## src/rtl/ring_pkg.sv

```systemverilog
// Shared definitions for the ring-counter code monitor: FSM states,
// the four legal one-hot codes and the default lock depth.
package ring_pkg;

    typedef enum logic [1:0] {
        HUNT   = 2'd0,
        CHECK  = 2'd1,
        LOCKED = 2'd2
    } ring_state_e;

    localparam logic [3:0] CODE_0 = 4'b0001;
    localparam logic [3:0] CODE_1 = 4'b0010;
    localparam logic [3:0] CODE_2 = 4'b0100;
    localparam logic [3:0] CODE_3 = 4'b1000;

    localparam int DEFAULT_LOCK_STEPS = 4;

endpackage

```

## src/rtl/ring_code_monitor_if.sv

```systemverilog
// Bundle of the monitor's sampled input, status outputs and debug view.
interface ring_code_monitor_if
    import ring_pkg::*;
#(
    parameter int REV_W = 8
);
    // No handshake: ring_in is sampled on every clock edge and the status
    // outputs are valid every cycle; there is no valid/ready backpressure.
    logic [3:0]       ring_in;
    logic [1:0]       idx;
    logic             idx_valid;
    logic             locked;
    logic             err_illegal;
    logic             err_seq;
    logic [REV_W-1:0] rev_count;
    ring_state_e      dbg_state;
    logic [3:0]       dbg_step;
    logic [3:0]       dbg_next;

    modport master (
        output ring_in,
        input  idx, idx_valid, locked, err_illegal, err_seq, rev_count,
        input  dbg_state, dbg_step, dbg_next
    );

    modport slave (
        input  ring_in,
        output idx, idx_valid, locked, err_illegal, err_seq, rev_count,
        output dbg_state, dbg_step, dbg_next
    );

endinterface

```

## src/rtl/ring_code_check.sv

```systemverilog
// Combinational decode of one 4-bit ring code: legality, binary position
// and the code that should follow it in the rotating sequence.
module ring_code_check
    import ring_pkg::*;
(
    input  logic [3:0] code,
    output logic       legal,
    output logic [1:0] idx,
    output logic [3:0] next_code
);

    always_comb begin
        legal     = 1'b1;
        idx       = 2'd0;
        next_code = {code[0], code[3:1]};
        case (code)
            CODE_0:  idx = 2'd0;
            CODE_1:  idx = 2'd1;
            CODE_2:  idx = 2'd2;
            CODE_3:  idx = 2'd3;
            default: legal = 1'b0;
        endcase
    end

endmodule

```

## src/rtl/ring_code_monitor.sv

```systemverilog
// Tracks a sampled 4-bit ring-counter code, declares lock after a run of
// valid transitions, flags illegal/out-of-order codes and counts revolutions.
module ring_code_monitor
    import ring_pkg::*;
#(
    parameter int LOCK_STEPS = DEFAULT_LOCK_STEPS,
    parameter int REV_W      = 8
) (
    input  logic                clk,
    input  logic                rst,
    ring_code_monitor_if.slave  bus
);

    localparam logic [3:0] LOCK_LAST = 4'(LOCK_STEPS - 1);

    logic [3:0]       samp;
    logic [3:0]       prev;
    logic             primed;
    ring_state_e      state;
    logic [3:0]       step;
    logic [1:0]       idx_q;
    logic             idx_valid_q;
    logic             locked_q;
    logic             err_illegal_q;
    logic             err_seq_q;
    logic [REV_W-1:0] rev_q;

    logic             samp_legal;
    logic [1:0]       samp_idx;
    logic [3:0]       samp_next;
    logic             prev_legal;
    logic [1:0]       prev_idx;
    logic [3:0]       prev_next;
    logic             valid;

    ring_code_check u_samp_chk (
        .code      (samp),
        .legal     (samp_legal),
        .idx       (samp_idx),
        .next_code (samp_next)
    );

    ring_code_check u_prev_chk (
        .code      (prev),
        .legal     (prev_legal),
        .idx       (prev_idx),
        .next_code (prev_next)
    );

    // A stall fails this compare because the successor always differs from prev.
    assign valid = samp_legal && prev_legal && (samp == prev_next);

    always_ff @(posedge clk) begin
        if (rst) begin
            samp          <= 4'd0;
            prev          <= 4'd0;
            primed        <= 1'b0;
            state         <= HUNT;
            step          <= 4'd0;
            idx_q         <= 2'd0;
            idx_valid_q   <= 1'b0;
            locked_q      <= 1'b0;
            err_illegal_q <= 1'b0;
            err_seq_q     <= 1'b0;
            rev_q         <= '0;
        end else begin
            samp   <= bus.ring_in;
            prev   <= samp;
            // The zero left in samp by reset is not a real sample, so it must not flag an error.
            primed <= 1'b1;

            idx_valid_q   <= samp_legal;
            if (samp_legal) idx_q <= samp_idx;
            err_illegal_q <= primed && !samp_legal;
            err_seq_q     <= (state == LOCKED) && samp_legal && !valid;

            case (state)
                HUNT: begin
                    if (samp_legal) begin
                        state <= CHECK;
                        step  <= 4'd0;
                    end
                end
                CHECK: begin
                    if (!samp_legal) begin
                        state <= HUNT;
                        step  <= 4'd0;
                    end else if (valid) begin
                        step <= step + 4'd1;
                        if (step == LOCK_LAST) begin
                            state    <= LOCKED;
                            locked_q <= 1'b1;
                        end
                    end else begin
                        step <= 4'd0;
                    end
                end
                LOCKED: begin
                    if (valid) begin
                        if (prev_idx == 2'd0) rev_q <= rev_q + 1'b1;
                    end else begin
                        state    <= HUNT;
                        step     <= 4'd0;
                        locked_q <= 1'b0;
                    end
                end
                default: begin
                    state    <= HUNT;
                    step     <= 4'd0;
                    locked_q <= 1'b0;
                end
            endcase
        end
    end

    assign bus.idx         = idx_q;
    assign bus.idx_valid   = idx_valid_q;
    assign bus.locked      = locked_q;
    assign bus.err_illegal = err_illegal_q;
    assign bus.err_seq     = err_seq_q;
    assign bus.rev_count   = rev_q;
    assign bus.dbg_state   = state;
    assign bus.dbg_step    = step;
    assign bus.dbg_next    = samp_next;

endmodule
```

## src/flat_wrapper.sv

```systemverilog
// flat-port wrapper written by rule: the top's interface ports become plain ports
module ring_code_monitor_flat import ring_pkg::*;
#(
    parameter int LOCK_STEPS = DEFAULT_LOCK_STEPS,
    parameter int REV_W      = 8
)
  (clk, rst, bus_ring_in, bus_idx, bus_idx_valid, bus_locked, bus_err_illegal, bus_err_seq, bus_rev_count, bus_dbg_state, bus_dbg_step, bus_dbg_next);
  ring_code_monitor_if #(.REV_W(REV_W)) bus_i ();
  input  logic clk;
  input  logic rst;
  input wire logic [$bits(bus_i.ring_in)-1:0] bus_ring_in;
  output wire logic [$bits(bus_i.idx)-1:0] bus_idx;
  output wire logic [$bits(bus_i.idx_valid)-1:0] bus_idx_valid;
  output wire logic [$bits(bus_i.locked)-1:0] bus_locked;
  output wire logic [$bits(bus_i.err_illegal)-1:0] bus_err_illegal;
  output wire logic [$bits(bus_i.err_seq)-1:0] bus_err_seq;
  output wire logic [$bits(bus_i.rev_count)-1:0] bus_rev_count;
  output wire logic [$bits(bus_i.dbg_state)-1:0] bus_dbg_state;
  output wire logic [$bits(bus_i.dbg_step)-1:0] bus_dbg_step;
  output wire logic [$bits(bus_i.dbg_next)-1:0] bus_dbg_next;
  assign bus_i.ring_in = bus_ring_in;
  assign bus_idx = bus_i.idx;
  assign bus_idx_valid = bus_i.idx_valid;
  assign bus_locked = bus_i.locked;
  assign bus_err_illegal = bus_i.err_illegal;
  assign bus_err_seq = bus_i.err_seq;
  assign bus_rev_count = bus_i.rev_count;
  assign bus_dbg_state = bus_i.dbg_state;
  assign bus_dbg_step = bus_i.dbg_step;
  assign bus_dbg_next = bus_i.dbg_next;
  ring_code_monitor #(.LOCK_STEPS(LOCK_STEPS), .REV_W(REV_W)) u_core (.clk(clk), .rst(rst), .bus(bus_i));
endmodule
```

## config.mk

```make
export PLATFORM = sky130hd
export DESIGN_NAME = ring_code_monitor_flat
export DESIGN_NICKNAME = d
export VERILOG_FILES = /design/src/rtl/ring_pkg.sv /design/src/rtl/ring_code_monitor_if.sv /design/src/rtl/ring_code_check.sv /design/src/rtl/ring_code_monitor.sv /design/src/flat_wrapper.sv
export SDC_FILE = /design/constraint.sdc
export NUM_CORES = 1
export LEC_CHECK = 0
export ABC_AREA = 1
export CAP_MARGIN = 20
export CORE_MARGIN = 1
export CORE_UTILIZATION = 46
export CTS_BUF_LIST = sky130_fd_sc_hd__clkbuf_8
export DETAILED_ROUTE_END_ITERATION = 12
export PLACE_DENSITY = 0.87
export SLEW_MARGIN = 0
export SYNTH_ARGS = -nofsm -noshare
export SYNTH_HDL_FRONTEND = slang
export SYNTH_SLANG_ARGS = --single-unit
```

## constraint.sdc

```tcl
create_clock -name clk -period 1.3 [get_ports clk]
set_clock_uncertainty 0.05 [all_clocks]
set_input_delay 0.26 -clock clk [delete_from_list [all_inputs] [get_ports clk]]
set_output_delay 0.26 -clock clk [all_outputs]
set_load 0.02 [all_outputs]
```

==> results.json <==
{
  "slew-limit-headroom_pct": 81.1,
  "grtUsageTotal_pct": 28.4,
  "swShare_pct": 33.6,
  "rows": 19,
  "grt_pass1_wl_um": 6640,
  "synth-simple-area-share_pct": 34.9,
  "vias": 1569,
  "fin_crit_ns": 1.57,
  "setup_viol": 16,
  "dr.first_iter.drc_count": 137,
  "worst_ep_required_time_ns": 1.43,
  "fillCellCount": 177,
  "syn_area_per_cell_um2": 7.24,
  "status": "complete, but fails checks",
  "detail_route.vias_per_cell": 5.39,
  "hold_viol_final": 0,
  "clk_pin_slew_worst_paths_ns": 0.06,
  "yosys-top-cells-area": "dfxtp_1 (44%), nand2_1 (15%), nor2_1 (6.5%)",
  "p_leak_nw": 1.00,
  "grt_pass1_vias": 1437,
  "synth_seq_area_share_pct": 43.6,
  "cts_root_buf": "clkbuf_8",
  "worst_hold_path_type": "flip-flop to flip-flop",
  "synth_top_family_by_area": "simple AND/OR/NAND/NOR gates",
  "cts_num_sinks": 29,
  "async_reset_ff_share_pct": 0,
  "port_buffers": 29,
  "htree_levels": 2,
  "design.die.area_um2": 3110,
  "fin_nets": 267,
  "synth_area_leader_cell": "dfxtp_1",
  "drc": 0,
  "clockBufferDepth": 2,
  "vdd_ir_drop_max_v": 0.00103,
  "antenna_left": 0,
  "grt_antenna_before_repair": 0,
  "synth-seq-cells": 29,
  "syn_inst": 184,
  "synth_top_cell_area_share_pct": 43.6,
  "die_h_um": 55.8,
  "rsz0062_at_grt": "true",
  "setup_ws_ns": -0.271,
  "switchingPower_mw": 0.786,
  "muxShareOfSynthArea_pct": 0,
  "routed_wl_um": 4570,
  "synthAdderAreaFrac_pct": 1.88,
  "fin_crit_sh_pct": 121,
  "drive_gt1_share_pct": 50.0,
  "power.total_mw": 2.34,
  "synth_cell_type_count": 24,
  "worst_pin_slew_ns": 0.283,
  "p_int_mw": 1.55,
  "die_w_um": 55.8,
  "synthFlopType": "dfxtp_1",
  "initial_core_util_pct": 48.3,
  "synth_xor_area_share_pct": 3.95,
  "combPwrFrac_pct": 27.0,
  "cts_tree": "yes",
  "power_density_nw_per_um2": 1060,
  "crit_path_start_kind": "flip-flop",
  "crit_type": "flip-flop to flip-flop",
  "clock_power_share_pct": 30.7,
  "violations": "negative setup slack",
  "drv_slew": 0,
  "clkLatencyLatePin_ns": 0.29,
  "yosys_warnings": 0,
  "io_pins": 30,
  "hold_buffers": 0,
  "drt-pass1-iter-count": 4,
  "crit_fanout": 7,
  "grt_max_degree": 12,
  "synth_edf_count": 0,
  "core_um2": 2760,
  "area_delta_synth_final_pct": 64.9,
  "seq_power_share_pct": 42.3,
  "dp_slack_ns": -0.206,
  "maxCapViolations": 0,
  "cp.arrival_ns": 1.70,
  "final_util_pct": 79.6,
  "numCtsBuffers": 5,
  "wl_per_cell_um": 15.7,
  "grt_remaining_overflow": 0,
  "gp_congestion": 0.862,
  "syn_nets": 192,
  "end_kind": "flip-flop",
  "synth-compound-area-share_pct": 8.36,
  "syn_area_um2": 1330,
  "diodes": 0,
  "fmax_ghz": 0.636,
  "hpwlAfterDp_um": 2540
}
[final timing paths]
kind                       start                      end  slack, ns  cells past startpoint
setup reg to reg  u_core.prev[3]  u_core.bus.dbg_state[1]      -0.27                      9
setup / recovery  u_core.prev[3]  u_core.bus.dbg_state[1]      -0.27                      9
hold / removal     u_core.primed   u_core.bus.err_illegal       0.38                      2
hold reg to reg    u_core.primed   u_core.bus.err_illegal       0.38                      2
[layout make-up]
type / instances / area [um2] / share of cell area (%)
Tap cell: 31 / 38.8 / 1.77
Timing Repair Buffer: 70 / 542 / 24.7
Multi-Input combinational cell: 130 / 827 / 37.7
Clock inverter: 3 / 13.8 / 0.627
Inverter: 23 / 98.8 / 4.50
Clock buffer: 5 / 68.8 / 3.13
Sequential cell: 29 / 607 / 27.6
[cell families (layout without fill, tap and decap cells)]
logic type | count (synthesis) | in the layout
compound gates | 19 | 19
xor+xnor | 6 | 6
flops | 29 | 29
buf+inv | 26 | 101
fa+ha+maj | 2 | 2
simple gates | 102 | 103
[repair_timing]
item / CTS / global route
gates cloned: 1 / 0
resized for setup: 66 / 34
hold endpoints to repair: 0 / 0
pin swaps: 8 / 14
setup buffers: 7 / 2
endpoints found under the setup margin: 41 / 27
[Yosys cell counts, types with 3 or more instances]
library cell	number
nand2_1	52
xor2_1	3
xnor2_1	3
nor2_1	23
clkbuf_1	3
a21oi_1	14
inv_2	3
nand4_1	6
inv_1	20
nand3_1	10
dfxtp_1	29
nor2_4	3
[cell usage in the layout, fill, tap and decap left out, types with 2 or more instances in the layout]
| cell | count |
|---|---|
| dfxtp_4 | 5 |
| buf_4 | 41 |
| inv_1 | 18 |
| nand3_1 | 6 |
| nor2_4 | 6 |
| nand3_4 | 2 |
| nor2_1 | 19 |
| dlygate4sd2_1 | 9 |
| clkdlybuf4s50_1 | 5 |
| clkinv_2 | 2 |
| nand2_1 | 31 |
| xnor2_1 | 3 |
| nand2_2 | 21 |
| xor2_1 | 3 |
| a21oi_2 | 6 |
| dfxtp_1 | 18 |
| dfxtp_2 | 6 |
| inv_4 | 5 |
| nand3_2 | 3 |
| clkbuf_2 | 8 |
| buf_2 | 2 |
| clkbuf_8 | 5 |
| nor2_2 | 3 |
| nand4_1 | 6 |
| a21oi_1 | 8 |
| clkdlybuf4s15_2 | 4 |
[critical path, cell delays in order (launching register included)]
cell and delay (ns):
dfxtp_2 0.37, inv_1 0.08, nand2_2 0.07, nand2_2 0.07, nor2_4 0.15, nand3_4 0.15, o21ai_4 0.31, nor2_2 0.07
nor2_1 0.09, nor2_1 0.05
[routing by layer]
metal  up-vias  global-route usage, %  part of all wire, %
met1       727                   34.1                   41
met5         -                      0                    0
li1        738                      -                    -
met2        79                   46.5                   49
met4         0                   14.3                  4.0
met3        25                   7.91                  6.1
[sequential cells by signal (all words and copies together), names as in the netlist, 2 cells and up]
register,cells
u_core.samp,4
u_core.prev,4
u_core.bus.idx,2
u_core.bus.rev_count,8
u_core.bus.dbg_step,4
u_core.bus.dbg_state,2
[power groups by stage]
stage / Clock, mW / Sequential (mW) / Combinational [mW]
detailed placement: 0 / 0.993 / 0.532
finish: 0.718 / 0.988 / 0.631
floorplan: 0 / 1.03 / 0.276
global route: 0.767 / 0.992 / 0.674
CTS: 0.699 / 0.980 / 0.555
global placement: 0 / 0.990 / 0.519
[stage by stage]
step / instances / cell area, um2 / TNS (ns) / hold WS [ns]
after global placement: 273 / 1960 / -1.78 / 0.367
after global routing: 291 / 2200 / -5.00 / 0.421
after CTS: 289 / 2140 / -1.64 / 0.381
after detailed placement: 273 / 1960 / -2.56 / 0.372
final: 291 / 2200 / -3.32 / 0.379
after floorplan: 184 / 1400 / -0.920 / 0.307
(Power assumes the default switching activity.)
